## src/rtl/mac_pkg.sv

```systemverilog
// Shared types and default sizing for the MAC sequencer/accumulator stage.
package mac_pkg;

    localparam int DEF_DATA_W = 8;
    localparam int DEF_ACC_W  = 18;
    localparam int DEF_LEN_W  = 4;

    localparam logic [DEF_ACC_W-1:0] ACC_MAX = {DEF_ACC_W{1'b1}};

    typedef enum logic [1:0] {
        IDLE  = 2'd0,
        FETCH = 2'd1,
        MAC   = 2'd2,
        DONE  = 2'd3
    } mac_state_e;

endpackage

```

## src/rtl/mac_sat_add.sv

```systemverilog
// Combinational unsigned saturating adder: acc + product, clamped to all ones.
module mac_sat_add #(
    parameter int ACC_W  = 18,
    parameter int PROD_W = 16
) (
    input  logic [ACC_W-1:0]  acc,
    input  logic [PROD_W-1:0] product,
    output logic [ACC_W-1:0]  sum,
    output logic              sat
);

    logic [ACC_W:0] wide_s;

    // One extra bit of headroom exposes the carry-out that signals saturation
    always_comb begin
        wide_s = {1'b0, acc} + {{(ACC_W + 1 - PROD_W){1'b0}}, product};
        if (wide_s[ACC_W]) begin
            sum = {ACC_W{1'b1}};
            sat = 1'b1;
        end else begin
            sum = wide_s[ACC_W-1:0];
            sat = 1'b0;
        end
    end

endmodule

```

## src/rtl/mac_seq_ctrl.sv

```systemverilog
// Burst sequencer: loads LEN operand pairs into the A/B registers, multiplies
// and saturating-accumulates them, then pulses done with the final sum.
module mac_seq_ctrl
    import mac_pkg::*;
#(
    parameter int DATA_W = DEF_DATA_W,
    parameter int ACC_W  = DEF_ACC_W,
    parameter int LEN_W  = DEF_LEN_W
) (
    input  logic              clk,
    input  logic              reset_n,
    input  logic              start,
    input  logic [LEN_W-1:0]  len,
    input  logic              in_valid,
    output logic              in_ready,
    output logic              ld,
    input  logic [DATA_W-1:0] a_q,
    input  logic [DATA_W-1:0] b_q,
    output logic [ACC_W-1:0]  acc_out,
    output logic              ovf,
    output logic              busy,
    output logic              done
);

    localparam int PROD_W = 2 * DATA_W;

    mac_state_e        state_r;
    mac_state_e        state_s;
    logic [LEN_W-1:0]  remaining_r;
    logic [ACC_W-1:0]  acc_r;
    logic [ACC_W-1:0]  sum_s;
    logic              ovf_r;
    logic              busy_r;
    logic              done_r;
    logic              sat_s;
    logic              in_ready_s;
    logic              ld_s;
    logic [PROD_W-1:0] product_s;

    assign product_s = PROD_W'(a_q) * PROD_W'(b_q);

    mac_sat_add #(
        .ACC_W  (ACC_W),
        .PROD_W (PROD_W)
    ) u_sat_add (
        .acc     (acc_r),
        .product (product_s),
        .sum     (sum_s),
        .sat     (sat_s)
    );

    // Next-state decode; in_ready/ld are combinational so a pair loads in the FETCH cycle itself
    always_comb begin
        state_s    = state_r;
        in_ready_s = 1'b0;
        ld_s       = 1'b0;
        case (state_r)
            IDLE: begin
                if (start) begin
                    state_s = (len == '0) ? DONE : FETCH;
                end else begin
                    state_s = IDLE;
                end
            end
            FETCH: begin
                in_ready_s = 1'b1;
                ld_s       = in_valid;
                if (in_valid) begin
                    state_s = MAC;
                end else begin
                    state_s = FETCH;
                end
            end
            MAC: begin
                if (remaining_r == LEN_W'(1)) begin
                    state_s = DONE;
                end else begin
                    state_s = FETCH;
                end
            end
            DONE: begin
                state_s = IDLE;
            end
            default: begin
                state_s = IDLE;
            end
        endcase
    end

    // State, burst counter, accumulator and registered status flags
    always_ff @(posedge clk or negedge reset_n) begin
        if (!reset_n) begin
            state_r     <= IDLE;
            remaining_r <= '0;
            acc_r       <= '0;
            ovf_r       <= 1'b0;
            busy_r      <= 1'b0;
            done_r      <= 1'b0;
        end else begin
            state_r <= state_s;
            busy_r  <= (state_s == FETCH) || (state_s == MAC);
            done_r  <= (state_s == DONE);
            case (state_r)
                IDLE: begin
                    if (start) begin
                        remaining_r <= len;
                        acc_r       <= '0;
                        ovf_r       <= 1'b0;
                    end
                end
                MAC: begin
                    remaining_r <= remaining_r - LEN_W'(1);
                    acc_r       <= sum_s;
                    ovf_r       <= ovf_r | sat_s;
                end
                default: begin
                    remaining_r <= remaining_r;
                end
            endcase
        end
    end

    assign in_ready = in_ready_s;
    assign ld       = ld_s;
    assign acc_out  = acc_r;
    assign ovf      = ovf_r;
    assign busy     = busy_r;
    assign done     = done_r;

endmodule

```

## config.mk

```make
export PLATFORM = sky130hd
export DESIGN_NAME = mac_seq_ctrl
export DESIGN_NICKNAME = d
export VERILOG_FILES = /design/src/rtl/mac_pkg.sv /design/src/rtl/mac_sat_add.sv /design/src/rtl/mac_seq_ctrl.sv
export SDC_FILE = /design/constraint.sdc
export NUM_CORES = 1
export LEC_CHECK = 0
export ABC_AREA = 1
export CAP_MARGIN = 20
export CORE_MARGIN = 8
export CORE_UTILIZATION = 40
export DETAILED_ROUTE_END_ITERATION = 16
export PLACE_DENSITY = 0.7
export SLEW_MARGIN = 5
export SYNTH_ARGS = -nofsm -noshare
export SYNTH_HDL_FRONTEND = slang
export SYNTH_SLANG_ARGS = --single-unit
```

## constraint.sdc

```tcl
create_clock -name clk -period 4.4 [get_ports clk]
set_clock_uncertainty 0.2 [all_clocks]
set_input_delay 1.1 -clock clk [delete_from_list [all_inputs] [get_ports clk]]
set_output_delay 1.1 -clock clk [all_outputs]
set_load 0.02 [all_outputs]
```

==> results_dict.tcl, run 1 <==
set metrics [dict create \
    avg_wl_per_cell_um 13.37 \
    first_global_vias 4013 \
    finish.net_count 785 \
    r2r_setup_slack_ns 0.33 \
    timing_hold_violations_final 0 \
    syn_avg_cell_area_um2 7.196 \
    viasPerCell 4.630 \
    floorplan.core_area_um2 10230 \
    grt_overflow 0 \
    die_w_um 118.1 \
    crit_path_max_incr_delay_ns 0.52 \
    max-slew-margin-rel_pct 68.69 \
    finalPower_mw 4.269 \
    synth.ff_latch_count 27 \
    placed_cell_area_um2 5174 \
    holdCritPathClass "reg2reg" \
    area.growth.synth_to_final_pct 37.27 \
    grt_antenna_before_repair 0 \
    routed_wirelength_um 10720 \
    drt_drc_violations_left 0 \
    drt_first_pass_iters 4 \
    routability_driven_placement_congestion_ratio 0.8503 \
    min_delay_worst_endpoint "state_r[1]" \
    synth_cells 579 \
    fin_util_pct 55.90 \
    path_max_fanout 8 \
    ir_worst_vdd_mv 0.4548 \
    boundary_pin_count 47 \
    cell_internal_pwr_mw 2.077 \
    worst_slack_setup_final_ns -0.1776 \
    timing.rr.start "acc_out[6]" \
    path_class "in2reg" \
    postSynth.topFlopCell "sky130_fd_sc_hd__dfrtp_1" \
    layout.cell_area.non_filler_um2 5719 \
    synth-edff-count 0 \
    synth_cell_type_count 31 \
    final_cells 802 \
    synth_most_common_cell "sky130_fd_sc_hd__inv_1" \
    io_buffer_count 46 \
    endpoint_kind "flop" \
    timing.final.crit_share_pct 104.0 \
    leak_pwr_nw 3.273 \
    dpl.hpwl_um 8503 \
    placedCellCount 786 \
    routed_vias 3713 \
    met3RoutedLength_um 349 \
    worst_hold_startpoint "remaining_r[3]" \
    critical_path.slowest_cell "sky130_fd_sc_hd__fa_2" \
    synth_top_cells_by_count "sky130_fd_sc_hd__inv_1, sky130_fd_sc_hd__nand2_1, sky130_fd_sc_hd__fa_1" \
    yosysWarningCount 0 \
    clock_pin_slew_reported_for_the_worst_setup_and_hold_paths_after_clock_tree_synthesis_ns 0.10 \
    critical-path-top-delay-family "adder cells" \
    antenna_nets_post_route 0 \
    crit_required_ns 4.43 \
    postSynth.asyncResetShare_pct 100.0 \
    worst_hold_path.num_cells 1 \
    floorplan.die.height_um 118.1 \
    detailedRoute.firstIterationViolations 207 \
    rr_worst_depth 19 \
    dpl_worst_slack_ns -1.167 \
    cts.sink_count 27 \
    design.die.area_um2 13940 \
    cts.root.buffer_cell "sky130_fd_sc_hd__clkbuf_8" \
    pwr-share-clk_pct 3.3 \
    power.net_switching_mw 2.193 \
    switching_share_pct 51.36 \
    synth.top_cells.by_area "sky130_fd_sc_hd__fa_1, sky130_fd_sc_hd__dfrtp_1, sky130_fd_sc_hd__inv_1" \
    setup_total_negative_slack_ns -2.599 \
    fraction_of_the_yosys_area_taken_by_sequential_cells_pct 16.22 \
    sequentialPowerShare_pct 9.4 \
    crit_path_start_kind "primary input" \
    rr_endpoint "ovf" \
    setup_viol 19 \
    synthDominantCellAreaShare_pct 24.02 \
    final.fill_count 869 \
    top_layer "met4" \
    holdWs_ns 0.3644 \
    cts_made_buffers 3 \
    worst-slew-pin-transition_ns 0.4690 \
    drv.max_cap_violation_count 0 \
    clock_buffer_depth 2 \
    fmaxAchievable_mhz 218.5 \
    wirelength_met1_um 4527 \
    path_common_cell "sky130_fd_sc_hd__nand2_2" \
    power_frac_comb_pct 87.3 \
    critical_path.n_buffers_inverters 6 \
    syn_std_cell_area_um2 4166 \
    netlist.top_cell.by_area "sky130_fd_sc_hd__fa_1" \
    cts_tree "done" \
    initial_utilization_pct 40.72 \
    cellPowerDensity_nw_per_um2 746.5 \
    crit_chain "buf_6, buf_6, nand2_2, inv_2, fa_2, fa_2, fa_1, inv_1, fa_1, inv_2, ha_4, nand2_4, nor2_1, nand3_1, nand2_2, nand2_4, nand2_8, nand2_8, nand2_2, nand2_1, inv_1" \
    timing.critical_path.arrival_ns 4.60 \
    antenna_cells 0 \
    met2RoutedLength_um 5651 \
    largest_net_degree_at_the_start_of_global_routing 28 \
    period_needed_ns 4.578 \
    placement_rows 37 \
    worst_skew_pair.late_latency_ns 0.28 \
    synthesis.nets 697 \
    overall_fraction_of_global_route_tracks_in_use_pct 15.17 \
    drive_above_1_share_pct 31.68 \
    grt_first_pass_wirelength_um 17950 \
    cts-htree-levels 1 \
    grt_setup_unrepaired "yes" \
    failing_checks "negative setup slack" \
    timing_max_transition_violations_final 0 \
    run_status "finished, violations left" \
]
==> power by group through the flow <==
stage	clock [mW]	sequential, mW	combinational, mW
floorplan	0	0.458	1.89
CTS	0.147	0.402	3.19
global placement	0	0.405	2.80
finish	0.143	0.401	3.72
global route	0.157	0.412	4.08
detailed placement	0	0.407	2.86
==> logic make-up after synthesis <==
| family | synth area share (%) |
|---|---|
| xor gates and xnor gates | 0.2102 |
| buffers and inverters | 17.84 |
| adders and majority gates | 37.24 |
| AOI/OAI and AO/OA | 4.835 |
| DFF | 16.22 |
| and+or+nand+nor | 23.66 |
==> how the worst max path moves through the flow <==
| stage | from | end | slack (ns) | cells after the start |
|---|---|---|---|---|
| 2_1_floorplan | a_q[7] | acc_out[10] | -0.27 | 19 |
| 3_3_place_gp | a_q[5] | ovf | -1.04 | 20 |
| 3_5_place_dp | a_q[5] | ovf | -1.17 | 20 |
| 4_1_cts | b_q[5] | acc_out[16] | -0.31 | 22 |
| 5_1_grt | a_q[4] | acc_out[16] | -0.32 | 21 |
| 6_report | a_q[3] | ovf | -0.18 | 21 |
==> sequential cells by signal (all words and copies together) (netlist names) <==
name and cells:
busy 1, done 1, acc_out 18, remaining_r 4, ovf 1, state_r 2
==> per-layer routing <==
metal  vias to the layer above  GRT usage [%]
met5                         -              0
met4                         0          4.564
met3                        16          1.775
met2                        81          27.82
met1                      1757          18.01
li1                       1859              -
==> repair_timing <==
action | in CTS | in global routing
setup buffers | 12 | 4
hold buffers | 0 | 0
setup endpoints to repair | 19 | 19
gates resized for setup | 121 | 114
pin swaps | 44 | 61
cloned | 1 | 0
==> area by class of cell <==
type / count / area [um^2] / area share, %
inverter: 175 / 656.9 / 11.49
multi-input combinational: 358 / 3206 / 56.05
clock buffer: 4 / 45.04 / 0.7876
timing repair buffer: 102 / 965.9 / 16.89
sequential: 27 / 675.6 / 11.81
tap: 136 / 170.2 / 2.975
==> placed cells by master (no fill, tap or decap), drive strengths merged <==
cell / n
nor3: 2
a21boi: 3
clkinv: 1
inv: 174
ha: 44
o21bai: 1
o21ai: 5
and2: 3
or2: 4
nor4: 1
nand4: 1
a221oi: 1
clkbuf: 5
nor2: 18
xor2: 1
fa: 50
buf: 71
dfrtp: 27
o211ai: 5
nand3b: 1
nand3: 29
nand2: 172
clkdlybuf4s50: 30
a22oi: 6
a21oi: 11
No activity file was read; power rests on OpenSTA's default activity.
==> run 2: changes to the inputs <==
CORE_UTILIZATION = 58   (was 40)
GPL_ROUTABILITY_DRIVEN = 0   (was not set)
PLACE_DENSITY = 0.92   (was 0.7)
==> run 2 against run 1 <==
Effect of this change: the flow still finishes with violations (negative setup slack); cell area shrank 3.6%; sequential power grew 1%; sequential share of layout area grew 0.44 points; total power grew 4.7%; utilization grew 22 points; largest power group unchanged.
==> results_dict.tcl, run 2 (same netlist as run 1, synthesis figures left out) <==
set metrics [dict create \
    avg_wl_per_cell_um 17.54 \
    dpl.hpwl_um 8902 \
    hold_buffers 0 \
    critical_path.slowest_cell "sky130_fd_sc_hd__fa_1" \
    cts-htree-levels 1 \
    crit_chain "clkbuf_4, buf_4, nand2_1, fa_1, inv_1, ha_1, ha_1, inv_1, fa_1, inv_1, ha_1, fa_2, nand2_1, nand2_1, nand3_2, nand2_4, or2_2, nand3_2, o211ai_1" \
    worst_slack_setup_final_ns -0.4581 \
    cts_made_buffers 3 \
    cts.sink_count 27 \
    rr_worst_depth 19 \
    fmaxAchievable_mhz 205.8 \
    multi_input_comb_area_um2 3184 \
    floorplan.core_area_um2 7098 \
    timing.rr.start "acc_out[7]" \
    placed_cell_area_um2 5097 \
    r2r_setup_slack_ns 0.15 \
    run_status "finished, violations left" \
    sequentialPowerShare_pct 9.1 \
    grt_setup_unrepaired "yes" \
    pwr-share-clk_pct 3.6 \
    clock_buffer_depth 2 \
    power_frac_comb_pct 87.3 \
    setup_viol 19 \
    crit_required_ns 4.38 \
    first_global_vias 4118 \
    worst_hold_startpoint "acc_out[11]" \
    layout_commonest_cell "sky130_fd_sc_hd__inv_1" \
    cts.root.buffer_cell "sky130_fd_sc_hd__clkbuf_8" \
    detailedRoute.firstIterationViolations 265 \
    worst_hold_path.num_cells 2 \
    worst_skew_pair.late_latency_ns 0.29 \
    period_needed_ns 4.858 \
    critical-path-top-delay-family "adder cells" \
    timing.critical_path.arrival_ns 4.83 \
    die_w_um 100.8 \
    worst-slew-pin-transition_ns 0.4928 \
    path_class "in2reg" \
    timing_max_transition_violations_final 0 \
    final-seq-area_um2 675.6 \
    drt_first_pass_iters 5 \
    antenna_nets_post_route 0 \
    critical_path.n_buffers_inverters 5 \
    routed_vias 4126 \
    antenna_cells 0 \
    endpoint_kind "flop" \
    timing.final.crit_share_pct 110.4 \
    floorplan.die.height_um 100.8 \
    clock_pin_slew_reported_for_the_worst_setup_and_hold_paths_after_clock_tree_synthesis_ns 0.11 \
    drt_drc_violations_left 0 \
    switching_share_pct 54.82 \
    boundary_pin_count 47 \
    viasPerCell 5.458 \
    largest_net_degree_at_the_start_of_global_routing 28 \
    crit_path_start_kind "primary input" \
    final.fill_count 408 \
    power.net_switching_mw 2.451 \
    max-slew-margin-rel_pct 67.10 \
    layout.cell_area.non_filler_um2 5514 \
    timing_hold_violations_final 0 \
    rr_endpoint "ovf" \
    grt_overflow 0 \
    cell_internal_pwr_mw 2.020 \
    cts_tree "done" \
    design.die.area_um2 10150 \
    min_delay_worst_endpoint "acc_out[11]" \
    overall_fraction_of_global_route_tracks_in_use_pct 22.91 \
    area.growth.synth_to_final_pct 32.34 \
    failing_checks "negative setup slack" \
    initial_utilization_pct 58.70 \
    placement_rows 31 \
    path_max_fanout 6 \
    crit_path_max_incr_delay_ns 0.54 \
    routed_wirelength_um 13260 \
    io_buffer_count 46 \
    leak_pwr_nw 3.230 \
    cellPowerDensity_nw_per_um2 810.9 \
    drv.max_cap_violation_count 0 \
    grt_first_pass_wirelength_um 18860 \
    largest_register_ffs 18 \
    ir_worst_vdd_mv 0.5326 \
    grt_antenna_before_repair 0 \
    drive_above_1_share_pct 29.07 \
    fin_util_pct 77.68 \
    holdCritPathClass "reg2reg" \
    finish.net_count 776 \
    layout_common_cells "sky130_fd_sc_hd__inv_1, sky130_fd_sc_hd__nand2_1, sky130_fd_sc_hd__buf_4" \
]
-- run 2: changes by cell type in the layout (fill, tap and decap cells not counted), moves of 3 or more --
| cell | previous run | this run |
|---|---|---|
| sky130_fd_sc_hd__inv_2 | 33 | 22 |
| sky130_fd_sc_hd__buf_2 | 0 | 3 |
| sky130_fd_sc_hd__nand2_2 | 40 | 37 |
| sky130_fd_sc_hd__buf_6 | 20 | 10 |
| sky130_fd_sc_hd__inv_1 | 141 | 152 |
| sky130_fd_sc_hd__nand2_1 | 117 | 120 |
-- run 2: how the worst max path moves through the flow --
stage,to,from,depth (start not counted)
final,acc_out[9],b_q[1],19
after CTS,acc_out[14],b_q[4],21
after global routing,acc_out[9],b_q[1],19
after floorplan,acc_out[10],a_q[7],19
after global placement,acc_out[14],a_q[5],20
after detailed placement,ovf,a_q[5],18
-- run 2: stage by stage --
stage	setup WS, ns	power (mW)	setup TNS [ns]	hold WS, ns	std cells
2_1_floorplan	-0.2661	2.346	-4.272	0.2757	579
3_3_place_gp	-0.9729	3.063	-17.48	0.3239	745
3_5_place_dp	-1.124	3.238	-20.20	0.3341	745
4_1_cts	-0.3177	3.584	-5.186	0.3570	754
5_1_grt	-0.5383	4.754	-7.564	0.3802	756
6_report	-0.4581	4.471	-5.611	0.3622	756
-- run 2: power by group through the flow --
stage | Sequential, mW | Clock, mW | Combinational (mW)
floorplan | 0.458 | 0 | 1.89
global placement | 0.401 | 0 | 2.66
detailed placement | 0.406 | 0 | 2.83
CTS | 0.401 | 0.154 | 3.03
global route | 0.414 | 0.174 | 4.17
finish | 0.407 | 0.161 | 3.90
-- run 2: what timing repair did --
action                                  CTS  global route
endpoints found under the setup margin   19            19
pin swaps                                33            50
setup buffers                             4             3
resized for setup                       117            84
cloned                                    1             0
-- run 2: area by class of cell --
cell class                 instances  area share, %
timing repair buffer              93          14.93
tap                               99          2.246
sequential                        27          12.25
clock inverter                     1         0.1588
multi-input combinational        358          57.75
clock buffer                       3         0.7488
inverter                         175          11.91
-- run 2: per-layer routing --
layer / GRT usage [%] / part of all wire [%] / vias to the layer above
li1: - / - / 1834
met1: 26.11 / 37 / 1943
met2: 41.77 / 50 / 251
met3: 2.831 / 6.9 / 98
met4: 9.767 / 6.4 / 0
met5: 0 / 0 / -
-- run 2: tightest hold or removal path, stage by stage, from the launching register on --
cell	delay, ns
sky130_fd_sc_hd__dfrtp_1	0.40
sky130_fd_sc_hd__nand2_1	0.08
sky130_fd_sc_hd__nand3_2	0.06
==> run 3: changes to the inputs <==
CORE_ASPECT_RATIO = 0.9   (was not set)
==> run 3 against run 2 <==
Effect of this change: the flow still finishes with violations (negative setup slack); clock power fell by 16%; flip-flop and latch count unchanged; count of clock-buffer cells in the layout rose by 1; non-clock buffer count up 2; final cell count down 0.53%; critical path type unchanged.
==> results_dict.tcl, run 3 (same netlist as run 1, synthesis figures left out) <==
set metrics [dict create \
    r2r_setup_slack_ns 0.16 \
    dpl_worst_slack_ns -1.126 \
    holdWs_ns 0.3514 \
    max-slew-margin-rel_pct 67.55 \
    drt_drc_violations_left 0 \
    failing_checks "negative setup slack" \
    timing_hold_violations_final 0 \
    area.growth.synth_to_final_pct 30.81 \
    leak_pwr_nw 3.232 \
    setup.worst_path.start "b_q[5]" \
    grt_antenna_before_repair 0 \
    path_max_fanout 8 \
    timing_max_transition_violations_final 0 \
    timing.rr.start "acc_out[7]" \
    overall_fraction_of_global_route_tracks_in_use_pct 21.91 \
    path_class "in2reg" \
    layout_common_cells "sky130_fd_sc_hd__inv_1, sky130_fd_sc_hd__nand2_1, sky130_fd_sc_hd__fa_1" \
    grt_setup_unrepaired "yes" \
    cts.sink_count 27 \
    period_needed_ns 4.788 \
    drive_above_1_share_pct 26.40 \
    die_w_um 105.3 \
    placement_rows 29 \
    boundary_pin_count 47 \
    dpl.hpwl_um 8753 \
    grt_first_pass_wirelength_um 18330 \
    endpoint_kind "flop" \
    placedCellCount 741 \
    worst-slew-pin-transition_ns 0.4860 \
    largest_register_ffs 18 \
    cts-htree-levels 1 \
    setup_viol 19 \
    crit_path_start_kind "primary input" \
    timing.final.crit_share_pct 108.8 \
    hold_buffers 0 \
    cts.root.buffer_cell "sky130_fd_sc_hd__clkbuf_8" \
    antenna_nets_post_route 0 \
    drv.max_cap_violation_count 0 \
    cts_tree "done" \
    io_buffer_count 46 \
    final_cells 752 \
    floorplan.die.height_um 96.41 \
    cellPowerDensity_nw_per_um2 787.1 \
    largest_net_degree_at_the_start_of_global_routing 28 \
    crit_required_ns 4.37 \
    first_global_vias 4075 \
    final.fill_count 449 \
    worst_slack_setup_final_ns -0.3881 \
    avg_wl_per_cell_um 16.10 \
    worst_skew_pair.late_latency_ns 0.26 \
    cts_made_buffers 3 \
    run_status "finished, violations left" \
    timing.critical_path.arrival_ns 4.76 \
    worst_hold_startpoint "acc_out[0]" \
    layout_commonest_cell "sky130_fd_sc_hd__inv_1" \
    rr_worst_depth 19 \
    floorplan.core_area_um2 7003 \
    antenna_cells 0 \
    finish.net_count 778 \
    drt_first_pass_iters 6 \
    worst_hold_path.num_cells 2 \
    clock_pin_slew_reported_for_the_worst_setup_and_hold_paths_after_clock_tree_synthesis_ns 0.09 \
    grt_overflow 0 \
    routed_wirelength_um 12110 \
    holdCritPathClass "reg2reg" \
    design.die.area_um2 10160 \
    initial_utilization_pct 59.50 \
    ir_worst_vdd_mv 0.4594 \
    viasPerCell 5.386 \
    routed_vias 4050 \
    detailedRoute.firstIterationViolations 211 \
    fmaxAchievable_mhz 208.9 \
    clock_buffer_depth 2 \
]
## run 3: changes by cell type in the layout (fill, tap and decap cells not counted), sizes merged
cell / before / now
inv: 175 / 174
clkbuf: 4 / 11
buf: 62 / 58
## run 3: final cells by class
class / instances / area, um^2 / share of cell area [%]
repair buffers: 95 / 828.3 / 15.20
flip-flops and latches: 27 / 675.6 / 12.40
inverters: 175 / 656.9 / 12.05
well taps: 93 / 116.4 / 2.135
multi-input cells: 358 / 3128 / 57.39
clock buffers: 4 / 45.04 / 0.8264
## run 3: worst max-delay path, cell delays in order
cell,delay (ns)
sky130_fd_sc_hd__clkbuf_4,0.17
sky130_fd_sc_hd__nand2_1,0.07
sky130_fd_sc_hd__inv_1,0.06
sky130_fd_sc_hd__fa_1,0.58
sky130_fd_sc_hd__fa_2,0.45
sky130_fd_sc_hd__fa_1,0.51
sky130_fd_sc_hd__inv_1,0.06
sky130_fd_sc_hd__fa_1,0.51
sky130_fd_sc_hd__inv_2,0.05
sky130_fd_sc_hd__ha_4,0.26
sky130_fd_sc_hd__nand2_4,0.09
sky130_fd_sc_hd__inv_1,0.08
sky130_fd_sc_hd__a21oi_4,0.17
sky130_fd_sc_hd__nand2_4,0.10
sky130_fd_sc_hd__nand2_4,0.11
sky130_fd_sc_hd__nand2_8,0.09
sky130_fd_sc_hd__nand2_8,0.11
sky130_fd_sc_hd__nand2_1,0.05
sky130_fd_sc_hd__nand2_1,0.05
sky130_fd_sc_hd__inv_1,0.04
## run 3: metal layers
layer	vias to the layer above	share of wire (%)	GRT usage [%]
li1	1838	-	-
met1	1925	38	25.79
met2	229	51	40.47
met3	58	6.6	2.387
met4	0	4.3	9.015
met5	-	0	0
## run 3: final timing paths
path / to
min in group asynchronous: acc_out[17]
min: acc_out[0]
max reg2reg: acc_out[14]
max: ovf
max in group asynchronous: remaining_r[3]
min reg2reg: acc_out[0]
## run 3: where the power goes
group | switching [mW] | leakage (nW) | internal (mW)
clock network | 0.0707 | 0.0228 | 0.0647
logic | 2.17 | 2.86 | 1.57
registers | 0.0704 | 0.353 | 0.336
total | 2.31 | 3.23 | 1.98
## run 3: through the flow
stage / power (mW) / utilization (%) / setup TNS (ns) / instance area (um^2)
global placement: 3.095 / 72.90 / -18.49 / 5105
global route: 4.585 / 77.83 / -8.030 / 5450
CTS: 3.603 / 75.17 / -6.669 / 5264
detailed placement: 3.266 / 72.90 / -20.30 / 5105
floorplan: 2.346 / - / -4.272 / 4504
finish: 4.290 / 77.83 / -6.662 / 5450
## run 3: repair_timing
item	in CTS	in global routing
buffers inserted	7	1
gates resized for setup	85	96
cloned	1	0
pin swaps	27	50
endpoints found under the setup margin	19	19
